--- config.mk ---
export PLATFORM = sky130hd
export DESIGN_NAME = sonic_vc_rx_pkt_monitor
export DESIGN_NICKNAME = d
export VERILOG_FILES = /design/src/rtl/sonic_vc_rx_pkt_monitor.sv
export SDC_FILE = /design/constraint.sdc
export NUM_CORES = 1
export LEC_CHECK = 0
export ABC_AREA = 0
export CORE_ASPECT_RATIO = 0.9
export CORE_UTILIZATION = 55
export DETAILED_ROUTE_END_ITERATION = 8
export GPL_ROUTABILITY_DRIVEN = 0
export HOLD_SLACK_MARGIN = 0.12
export PLACE_DENSITY = 0.8
export SKIP_CTS_REPAIR_TIMING = 1
export SLEW_MARGIN = 20
export SYNTH_ARGS = -nofsm -noshare
export SYNTH_HDL_FRONTEND = slang
export SYNTH_SLANG_ARGS = --single-unit
--- constraint.sdc ---
create_clock -name clock -period 7 [get_ports clock]
set_input_delay 1.4 -clock clock [delete_from_list [all_inputs] [get_ports clock]]
set_output_delay 1.4 -clock clock [all_outputs]
set_load 0.005 [all_outputs]
--- src/rtl/sonic_vc_rx_pkt_monitor.sv ---
// Receive-side packet monitor: absorbs a ready-latency-1 stream into a 4-entry elastic
// buffer, re-presents it at ready latency 0, and checks framing, length and counts.
module sonic_vc_rx_pkt_monitor #(
    parameter int DATA_W    = 128,
    parameter int EMPTY_W   = 2,
    parameter int LEN_W     = 16,
    parameter int MAX_WORDS = 2048,
    parameter int CNT_W     = 32
) (
    input  logic               clock,
    input  logic               reset,
    input  logic [DATA_W-1:0]  sink_data,
    input  logic [EMPTY_W-1:0] sink_empty,
    input  logic               sink_startofpacket,
    input  logic               sink_endofpacket,
    input  logic               sink_valid,
    output logic               sink_ready,
    output logic [DATA_W-1:0]  source_data,
    output logic [EMPTY_W-1:0] source_empty,
    output logic               source_startofpacket,
    output logic               source_endofpacket,
    output logic               source_valid,
    input  logic               source_ready,
    output logic               stat_valid,
    output logic [LEN_W-1:0]   stat_len,
    output logic [1:0]         stat_err,
    input  logic               clear_counters,
    output logic [CNT_W-1:0]   pkt_count,
    output logic [CNT_W-1:0]   err_count
);

    localparam int                 BEAT_W     = DATA_W + EMPTY_W + 2;
    localparam logic [LEN_W-1:0]   LEN_SAT    = {LEN_W{1'b1}};
    localparam logic [LEN_W-1:0]   MAX_LEN    = LEN_W'(MAX_WORDS);
    localparam logic [LEN_W-1:0]   BEAT_WORDS = LEN_W'(DATA_W / 32);

    typedef enum logic {ST_IDLE = 1'b0, ST_IN_PKT = 1'b1} state_t;

    function automatic logic [CNT_W-1:0] sat_add(input logic [CNT_W-1:0] cnt, input logic [1:0] inc);
        logic [CNT_W:0] sum;
        sum = {1'b0, cnt} + (CNT_W+1)'(inc);
        return sum[CNT_W] ? {CNT_W{1'b1}} : sum[CNT_W-1:0];
    endfunction

    logic [BEAT_W-1:0] buf_mem_r [4];
    logic [1:0]        wr_ptr_r, rd_ptr_r;
    logic [2:0]        used_r, used_nxt_s;
    logic              sink_ready_r;
    state_t            state_r;
    logic [LEN_W-1:0]  words_r;
    logic              pend_valid_r;
    logic [LEN_W-1:0]  pend_len_r;
    logic [1:0]        pend_err_r;
    logic              stat_valid_r;
    logic [LEN_W-1:0]  stat_len_r;
    logic [1:0]        stat_err_r;
    logic [CNT_W-1:0]  pkt_count_r, err_count_r;

    logic              in_pkt_s, wr_en_s, wr_ok_s, rd_en_s, stray_s;
    logic [LEN_W:0]    words_sum_s;
    logic [LEN_W-1:0]  words_inc_s, done_len_s;
    logic              close_v_s, done_v_s;
    logic [1:0]        close_err_s, done_err_s;
    logic              emit_v_s, keep_v_s;
    logic [LEN_W-1:0]  emit_len_s, keep_len_s;
    logic [1:0]        emit_err_s, keep_err_s;
    logic [1:0]        err_inc_s;
    logic              pkt_inc_s;
    logic [BEAT_W-1:0] head_s;

    // Beat classification and completion candidates for the accepted beat
    always_comb begin
        in_pkt_s    = (state_r == ST_IN_PKT);
        words_sum_s = {1'b0, words_r} + {1'b0, BEAT_WORDS};
        words_inc_s = words_sum_s[LEN_W] ? LEN_SAT : words_sum_s[LEN_W-1:0];
        wr_en_s     = sink_valid & ~reset & (sink_startofpacket | in_pkt_s);
        stray_s     = sink_valid & ~reset & ~sink_startofpacket & ~in_pkt_s;
        close_v_s   = sink_valid & ~reset & sink_startofpacket & in_pkt_s;
        done_v_s    = wr_en_s & sink_endofpacket;
        done_len_s  = (sink_startofpacket ? BEAT_WORDS : words_inc_s) - LEN_W'(sink_empty);
        close_err_s = {(words_r > MAX_LEN), 1'b1};
        done_err_s  = {(done_len_s > MAX_LEN), 1'b0};
    end

    // A SOP that truncates a packet and also carries EOP yields two statuses;
    // the younger one waits in the pending slot (one slot always suffices).
    always_comb begin
        emit_v_s   = 1'b0;
        emit_len_s = '0;
        emit_err_s = 2'b00;
        keep_v_s   = 1'b0;
        keep_len_s = '0;
        keep_err_s = 2'b00;
        if (pend_valid_r) begin
            emit_v_s   = 1'b1;
            emit_len_s = pend_len_r;
            emit_err_s = pend_err_r;
            keep_v_s   = close_v_s | done_v_s;
            keep_len_s = close_v_s ? words_r : done_len_s;
            keep_err_s = close_v_s ? close_err_s : done_err_s;
        end else if (close_v_s) begin
            emit_v_s   = 1'b1;
            emit_len_s = words_r;
            emit_err_s = close_err_s;
            keep_v_s   = done_v_s;
            keep_len_s = done_len_s;
            keep_err_s = done_err_s;
        end else if (done_v_s) begin
            emit_v_s   = 1'b1;
            emit_len_s = done_len_s;
            emit_err_s = done_err_s;
        end else begin
            emit_v_s   = 1'b0;
        end
    end

    // Buffer handshake and occupancy bookkeeping
    always_comb begin
        rd_en_s    = (used_r != 3'd0) & source_ready;
        wr_ok_s    = wr_en_s & ((used_r != 3'd4) | rd_en_s);
        used_nxt_s = used_r + {2'b00, wr_ok_s} - {2'b00, rd_en_s};
        head_s     = buf_mem_r[rd_ptr_r];
        pkt_inc_s  = stat_valid_r & (stat_err_r == 2'b00);
        err_inc_s  = {1'b0, stat_valid_r & (stat_err_r != 2'b00)} + {1'b0, stray_s};
    end

    // Buffer storage; contents need no reset since pointers define validity
    always_ff @(posedge clock) begin
        if (wr_ok_s) begin
            buf_mem_r[wr_ptr_r] <= {sink_data, sink_empty, sink_startofpacket, sink_endofpacket};
        end
    end

    // Buffer pointers, occupancy and the registered sink_ready
    always_ff @(posedge clock) begin
        if (reset) begin
            wr_ptr_r     <= 2'd0;
            rd_ptr_r     <= 2'd0;
            used_r       <= 3'd0;
            sink_ready_r <= 1'b0;
        end else begin
            if (wr_ok_s) wr_ptr_r <= wr_ptr_r + 2'd1;
            if (rd_en_s) rd_ptr_r <= rd_ptr_r + 2'd1;
            used_r       <= used_nxt_s;
            sink_ready_r <= (used_nxt_s <= 3'd2);
        end
    end

    // Framing FSM with word accumulation and status registers
    always_ff @(posedge clock) begin
        if (reset) begin
            state_r      <= ST_IDLE;
            words_r      <= '0;
            pend_valid_r <= 1'b0;
            pend_len_r   <= '0;
            pend_err_r   <= 2'b00;
            stat_valid_r <= 1'b0;
            stat_len_r   <= '0;
            stat_err_r   <= 2'b00;
        end else begin
            if (sink_valid) begin
                case (state_r)
                    ST_IDLE: begin
                        if (sink_startofpacket) begin
                            words_r <= BEAT_WORDS;
                            state_r <= sink_endofpacket ? ST_IDLE : ST_IN_PKT;
                        end
                    end
                    ST_IN_PKT: begin
                        if (sink_startofpacket) begin
                            words_r <= BEAT_WORDS;
                            state_r <= sink_endofpacket ? ST_IDLE : ST_IN_PKT;
                        end else begin
                            words_r <= words_inc_s;
                            state_r <= sink_endofpacket ? ST_IDLE : ST_IN_PKT;
                        end
                    end
                    default: state_r <= ST_IDLE;
                endcase
            end
            pend_valid_r <= keep_v_s;
            pend_len_r   <= keep_len_s;
            pend_err_r   <= keep_err_s;
            stat_valid_r <= emit_v_s;
            if (emit_v_s) begin
                stat_len_r <= emit_len_s;
                stat_err_r <= emit_err_s;
            end
        end
    end

    // Saturating statistics; clear wins over any increment
    always_ff @(posedge clock) begin
        if (reset) begin
            pkt_count_r <= '0;
            err_count_r <= '0;
        end else if (clear_counters) begin
            pkt_count_r <= '0;
            err_count_r <= '0;
        end else begin
            pkt_count_r <= sat_add(pkt_count_r, {1'b0, pkt_inc_s});
            err_count_r <= sat_add(err_count_r, err_inc_s);
        end
    end

    assign sink_ready           = sink_ready_r;
    assign source_valid         = (used_r != 3'd0);
    assign source_data          = head_s[BEAT_W-1 -: DATA_W];
    assign source_empty         = head_s[EMPTY_W+1:2];
    assign source_startofpacket = head_s[1];
    assign source_endofpacket   = head_s[0];
    assign stat_valid           = stat_valid_r;
    assign stat_len             = stat_len_r;
    assign stat_err             = stat_err_r;
    assign pkt_count            = pkt_count_r;
    assign err_count            = err_count_r;

endmodule

After elaboration in Yosys (flattened, before gate mapping). Memories as Yosys holds them, arrays and structs flattened. A register that Yosys moved wholly into a read port is not among the register bits. Cells that the tools add are included.

Magnitude comparators: 3. Reduce and logical (&&, ||, !) cells: 5. Bitwise operators: 17. Muxes and demuxes: 30. Equality and inequality tests: 2. $add $sub $neg: 9.

Operators by type and width (number): 2-to-1 mux 16 bit (9); 2-to-1 mux 32 bit (2); adder 32 x 1 -> 33 bit (1); adder 32 x 2 -> 33 bit (1); greater-than comparator 16 x 12 -> 1 bit, second input constant (2); one-hot mux 16 bit (2 select lines) (1); adder 16 x 3 -> 17 bit, second input constant (1); 2-to-1 mux 2 bit (8); subtractor 16 x 2 -> 16 bit (1); AND 1 bit (11); 2-to-1 mux 1 bit (9); adder 2 x 1 -> 2 bit, second input constant (2); adder 3 x 1 -> 3 bit (1); less-or-equal comparator 3 x 2 -> 1 bit, second input constant (1); inequality test 3 bit, second input constant (1); NOT 1 bit (3); bitwise OR 1 bit (3); nonzero test 3 bit (1); subtractor 3 x 1 -> 3 bit (1); adder 1 x 1 -> 2 bit (1); logical NOT 2 bit (1); inequality test 2 bit, second input constant (1); one-hot mux 1 bit (2 select lines) (1); AND reduction 2 bit (1); other kinds (2) (2).

Bits in registers: 127. Output and inout bits: 217. Input bits: 137. Memory bits (writable): 528. Memories: 1. Word-level logic and storage cells: 81.

Memories: buf_mem_r (words 4, bits a word 132, rd ports 1, clocked after Yosys merged registers in 1, wr ports 1, line 45) `logic [BEAT_W-1:0] buf_mem_r [4];`.

Depth between registers and ports, before layout.
Depth after elaboration: 8. Depth in mapped cells: 18. Gate-level depth less buffers: 16.

Worst setup path after synthesis. OpenSTA, ideal clock, no wires.

Path kind: input port to flip-flop. Start: input sink_startofpacket. End: memory buf_mem_r[1][0] in the netlist's numbering, enable pin. Setup time: 0.507 ns. Required time: 6.493 ns. Stages on the path: 6. Path buffers: 3. Data arrival time: 5.533 ns. Slack: 0.960 ns. Cells stage by stage: buf_6 buf_6 o21ai_0 clkbuf_1 nor3_1 and2_1.

Longest elaborated chain between the ends: 5.

Ends and longest elaborated chain: from (decl) (line 14) `input logic sink_startofpacket,`; bitwise OR 1 bit (line 76) `wr_en_s = sink_valid & ~reset & (sink_startofpacket | in_pkt_s);`; AND 1 bit (line 76); AND 1 bit (line 120) `wr_ok_s = wr_en_s & ((used_r != 3'd4) | rd_en_s);`; 2-to-1 mux 1 bit (line 129) `if (wr_ok_s) begin`; 2-to-1 mux 1 bit (not written as such) (line 130) `buf_mem_r[wr_ptr_r] <= {sink_data, sink_empty, sink_startofpacket, sink_endofpacket};`; to (decl) (line 45).

Every way passes these cells.

Worst setup path after layout.
Start: input sink_startofpacket. End: register err_count_r[31], in the netlist err_count[31].

Longest elaborated chain between the ends: 6.

Ends and longest elaborated chain: NOT 1 bit (line 77) `stray_s = sink_valid & ~reset & ~sink_startofpacket & ~in_pkt_s;`; AND 1 bit (2 in a row) (line 77); adder 1 x 1 -> 2 bit (line 124) `err_inc_s = {1'b0, stat_valid_r & (stat_err_r != 2'b00)} + {1'b0, stray_s};`; adder 32 x 2 -> 33 bit (line 41) `sum = {1'b0, cnt} + (CNT_W+1)'(inc);`; 2-to-1 mux 32 bit (line 42) `return sum[CNT_W] ? {CNT_W{1'b1}} : sum[CNT_W-1:0];`; to (signal assigned) (line 202) `err_count_r <= sat_add(err_count_r, err_inc_s);`; to (decl) (line 57) `logic [CNT_W-1:0] pkt_count_r, err_count_r;`.

Every way passes these cells. A chain may end at the register's enable or synchronous reset.

==> impl_metrics.tcl <==
set metrics [dict create \
    main_flop_type_after_synthesis "edfxtp_1" \
    yosys_warnings 0 \
    synth_top_area_cell "edfxtp_1" \
    ios 354 \
    synthesis.area_per_instance_um2 17.3 \
    totalWireLength_mm 58.9 \
    maxClockFrequency_ghz 0.209 \
    route.detailed.drc 0 \
    fin_max_slew_vios 0 \
    critPathRequiredTime_ns 7.49 \
    htreeDepth 3 \
    worst_pin_slew_ns 0.935 \
    gr-usage-all-layers 0.249 \
    timing_hold_violations_final 0 \
    place.detailed.instances 2379 \
    grt_max_degree 95 \
    cell_area_after_synthesis_mm2 0.0256 \
    fin_crit_sh 0.683 \
    viasPerCell 5.89 \
    arr_time_crit_path_ns 5.28 \
    post_layout_nonfiller_instances 2498 \
    die_area_mm2 0.0474 \
    crit_type "input port to flop" \
    ant_nets 0 \
    reg2reg_slack_ns 2.36 \
    setup-violations-final 0 \
    die_x_um 229 \
    place_hpwl_mm 36.2 \
    sequential_fraction_of_design_power 0.459 \
    p_per_area_mw_per_mm2 299 \
    floorplan.core_area_mm2 0.0456 \
    port_buffers 353 \
    power_switching_share 0.234 \
    power.share.combinational 0.187 \
    asyncSetResetFlopFracSynth 0 \
    synthTopCellsByArea "edfxtp_1, mux4_2, dfxtp_1" \
    clock_skew_ns 0.0185 \
    drt-wirelength-per-cell_um 23.6 \
    synth-edff-count 528 \
    global_route_wire_length_before_repair_mm 88.3 \
    p_switching_mw 2.22 \
    post-synth-top-count-cell "edfxtp_1" \
    rsz0062_at_grt "false" \
    initial_core_util 0.561 \
    global_route.overflow_total 0 \
    postSynthCellCount 1483 \
    clock_tree.buffer_depth 3 \
    share_of_layout_cells_above_drive_strength_1 0.142 \
    synth.top_cell.area_share 0.620 \
    grt_antenna_before_repair 12 \
    cts-buffers-inserted 66 \
    pwr-share-clk 0.355 \
    max_ir_drop_vdd_mv 0.215 \
    die_height_um 207 \
    worstPathMaxFanout 32 \
    syn-num-nets 1636 \
    floorplan.rows 74 \
    timing.critical_path.from_type "input port" \
    routed-via-count 14700 \
    clock_insertion_delay_worst_skew_ns 0.60 \
    fin_tns_setup_ns 0 \
    yosysSeqAreaShare 0.721 \
    cts_tree "yes" \
    cellInternalPower_mw 7.28 \
    iteration_0_drc_markers 1062 \
    synthToLayoutAreaGrowth_pct 24.0 \
    clockRootBuffer "clkbuf_16" \
    timing.max_slew.rel_slack 0.373 \
    first_pass_iters 5 \
    vias_in_the_first_global_route 14700 \
    hold_path_class "flop to flop" \
    final_period_minus_worst_setup_slack_ns 4.78 \
    path_clk_slew_ns 0.06 \
    synth_seq_cells 657 \
    clock-sinks 657 \
    yosys-top-cells-count "edfxtp_1, mux4_2, dfxtp_1" \
    run_status "finished clean" \
    worst_setup_path_end_kind "flop" \
    max-cap-violations 0 \
    fin_nets 1993 \
    static-leakage-power_nw 10.1 \
    yosysUniqueCellTypes 66 \
]
## state kept, by name, summed over array words and instances (netlist names), 2 cells and up, named ones only
signal / count
rd_ptr_r: 2
err_count: 32
pkt_count: 32
pend_err_r: 2
words_r: 16
stat_err: 2
buf_mem_r: 528
wr_ptr_r: 2
pend_len_r: 16
stat_len: 16
used_r: 3
## stage by stage
stage	utilization	power (mW)	cell area (um^2)	hold slack, ns	setup slack [ns]
after floorplan	-	5.33	25600	0.426	0.960
after global placement	0.650	6.20	29600	0.435	1.75
after detailed placement	0.650	6.22	29600	0.447	1.67
after CTS	0.694	9.58	31700	0.453	2.27
after global routing	0.695	9.80	31700	0.474	1.97
final	0.695	9.50	31700	0.457	2.22
## worst paths after layout
check / startpoint / endpoint / cells after the start
setup / recovery: sink_startofpacket / err_count[31] / 12
hold / removal: pend_len_r[13] / stat_len[13] / 2
setup reg to reg: words_r[2] / stat_err[1] / 15
hold reg to reg: pend_len_r[13] / stat_len[13] / 2
## cell type report
type | instances | area, um^2
Antenna cell | 7 | 17.5
Clock buffer | 87 | 1830
Clock inverter | 24 | 201
Fill cell | 2828 | 13900
Inverter | 24 | 90.1
Multi-Input combinational cell | 719 | 6620
Sequential cell | 657 | 18400
Tap cell | 608 | 761
Timing Repair Buffer | 372 | 3750
## kinds of logic after synthesis
family,synth area share
AND/OR/NAND/NOR,0.0626
XOR/XNOR,0.0240
buffers and inverters,0.0213
adder cells (fa/ha/maj),0.00870
multiplexers,0.118
AO/OA/AOI/OAI,0.0452
flip-flops,0.721
## cells in the final DEF (no fill, tap or decap), drive strengths merged, types with 12 or more instances in the layout
cell type / netlist / final
edfxtp: 528 / 528
nor4: 12 / 12
nand4: 15 / 15
clkbuf: 55 / 87
nor3: 16 / 16
buf: 28 / 20
a22oi: 12 / 12
mux4: 132 / 132
a21oi: 106 / 106
nand2: 46 / 46
clkinv: 0 / 16
clkdlybuf4s50: 0 / 352
xor2: 40 / 40
nor2: 103 / 103
o21ai: 14 / 14
a211oi: 29 / 29
inv: 24 / 28
dfxtp: 129 / 129
xnor2: 30 / 30
ha: 13 / 13
nand3: 35 / 35
and3: 20 / 20
## power groups by stage
stage	Sequential, mW	Combinational (mW)	Clock (mW)
6_report	4.36	1.77	3.37
3_5_place_dp	4.44	1.79	0
5_1_grt	4.36	1.88	3.55
4_1_cts	4.36	1.80	3.42
2_1_floorplan	4.41	0.912	0
3_3_place_gp	4.43	1.76	0
## per-layer routing
metal / up-vias / global-route usage / routed length, um
met4: 8 / 0.0690 / 1210
li1: 6567 / - / -
met3: 96 / 0.0772 / 4980
met2: 577 / 0.416 / 29700
met5: - / 0 / 60
met1: 7469 / 0.317 / 22900
## worst max-delay path, stage by stage
cell,delay [ns]
clkdlybuf4s50_1,0.42
buf_4,0.25
or4b_2,0.67
fa_1,0.39
inv_1,0.06
ha_1,0.21
nand3_1,0.09
nor2_1,0.24
and2_1,0.31
and3_1,0.28
nand2_1,0.57
a21oi_1,0.36
Note: power is estimated with default switching activity, not from simulation.
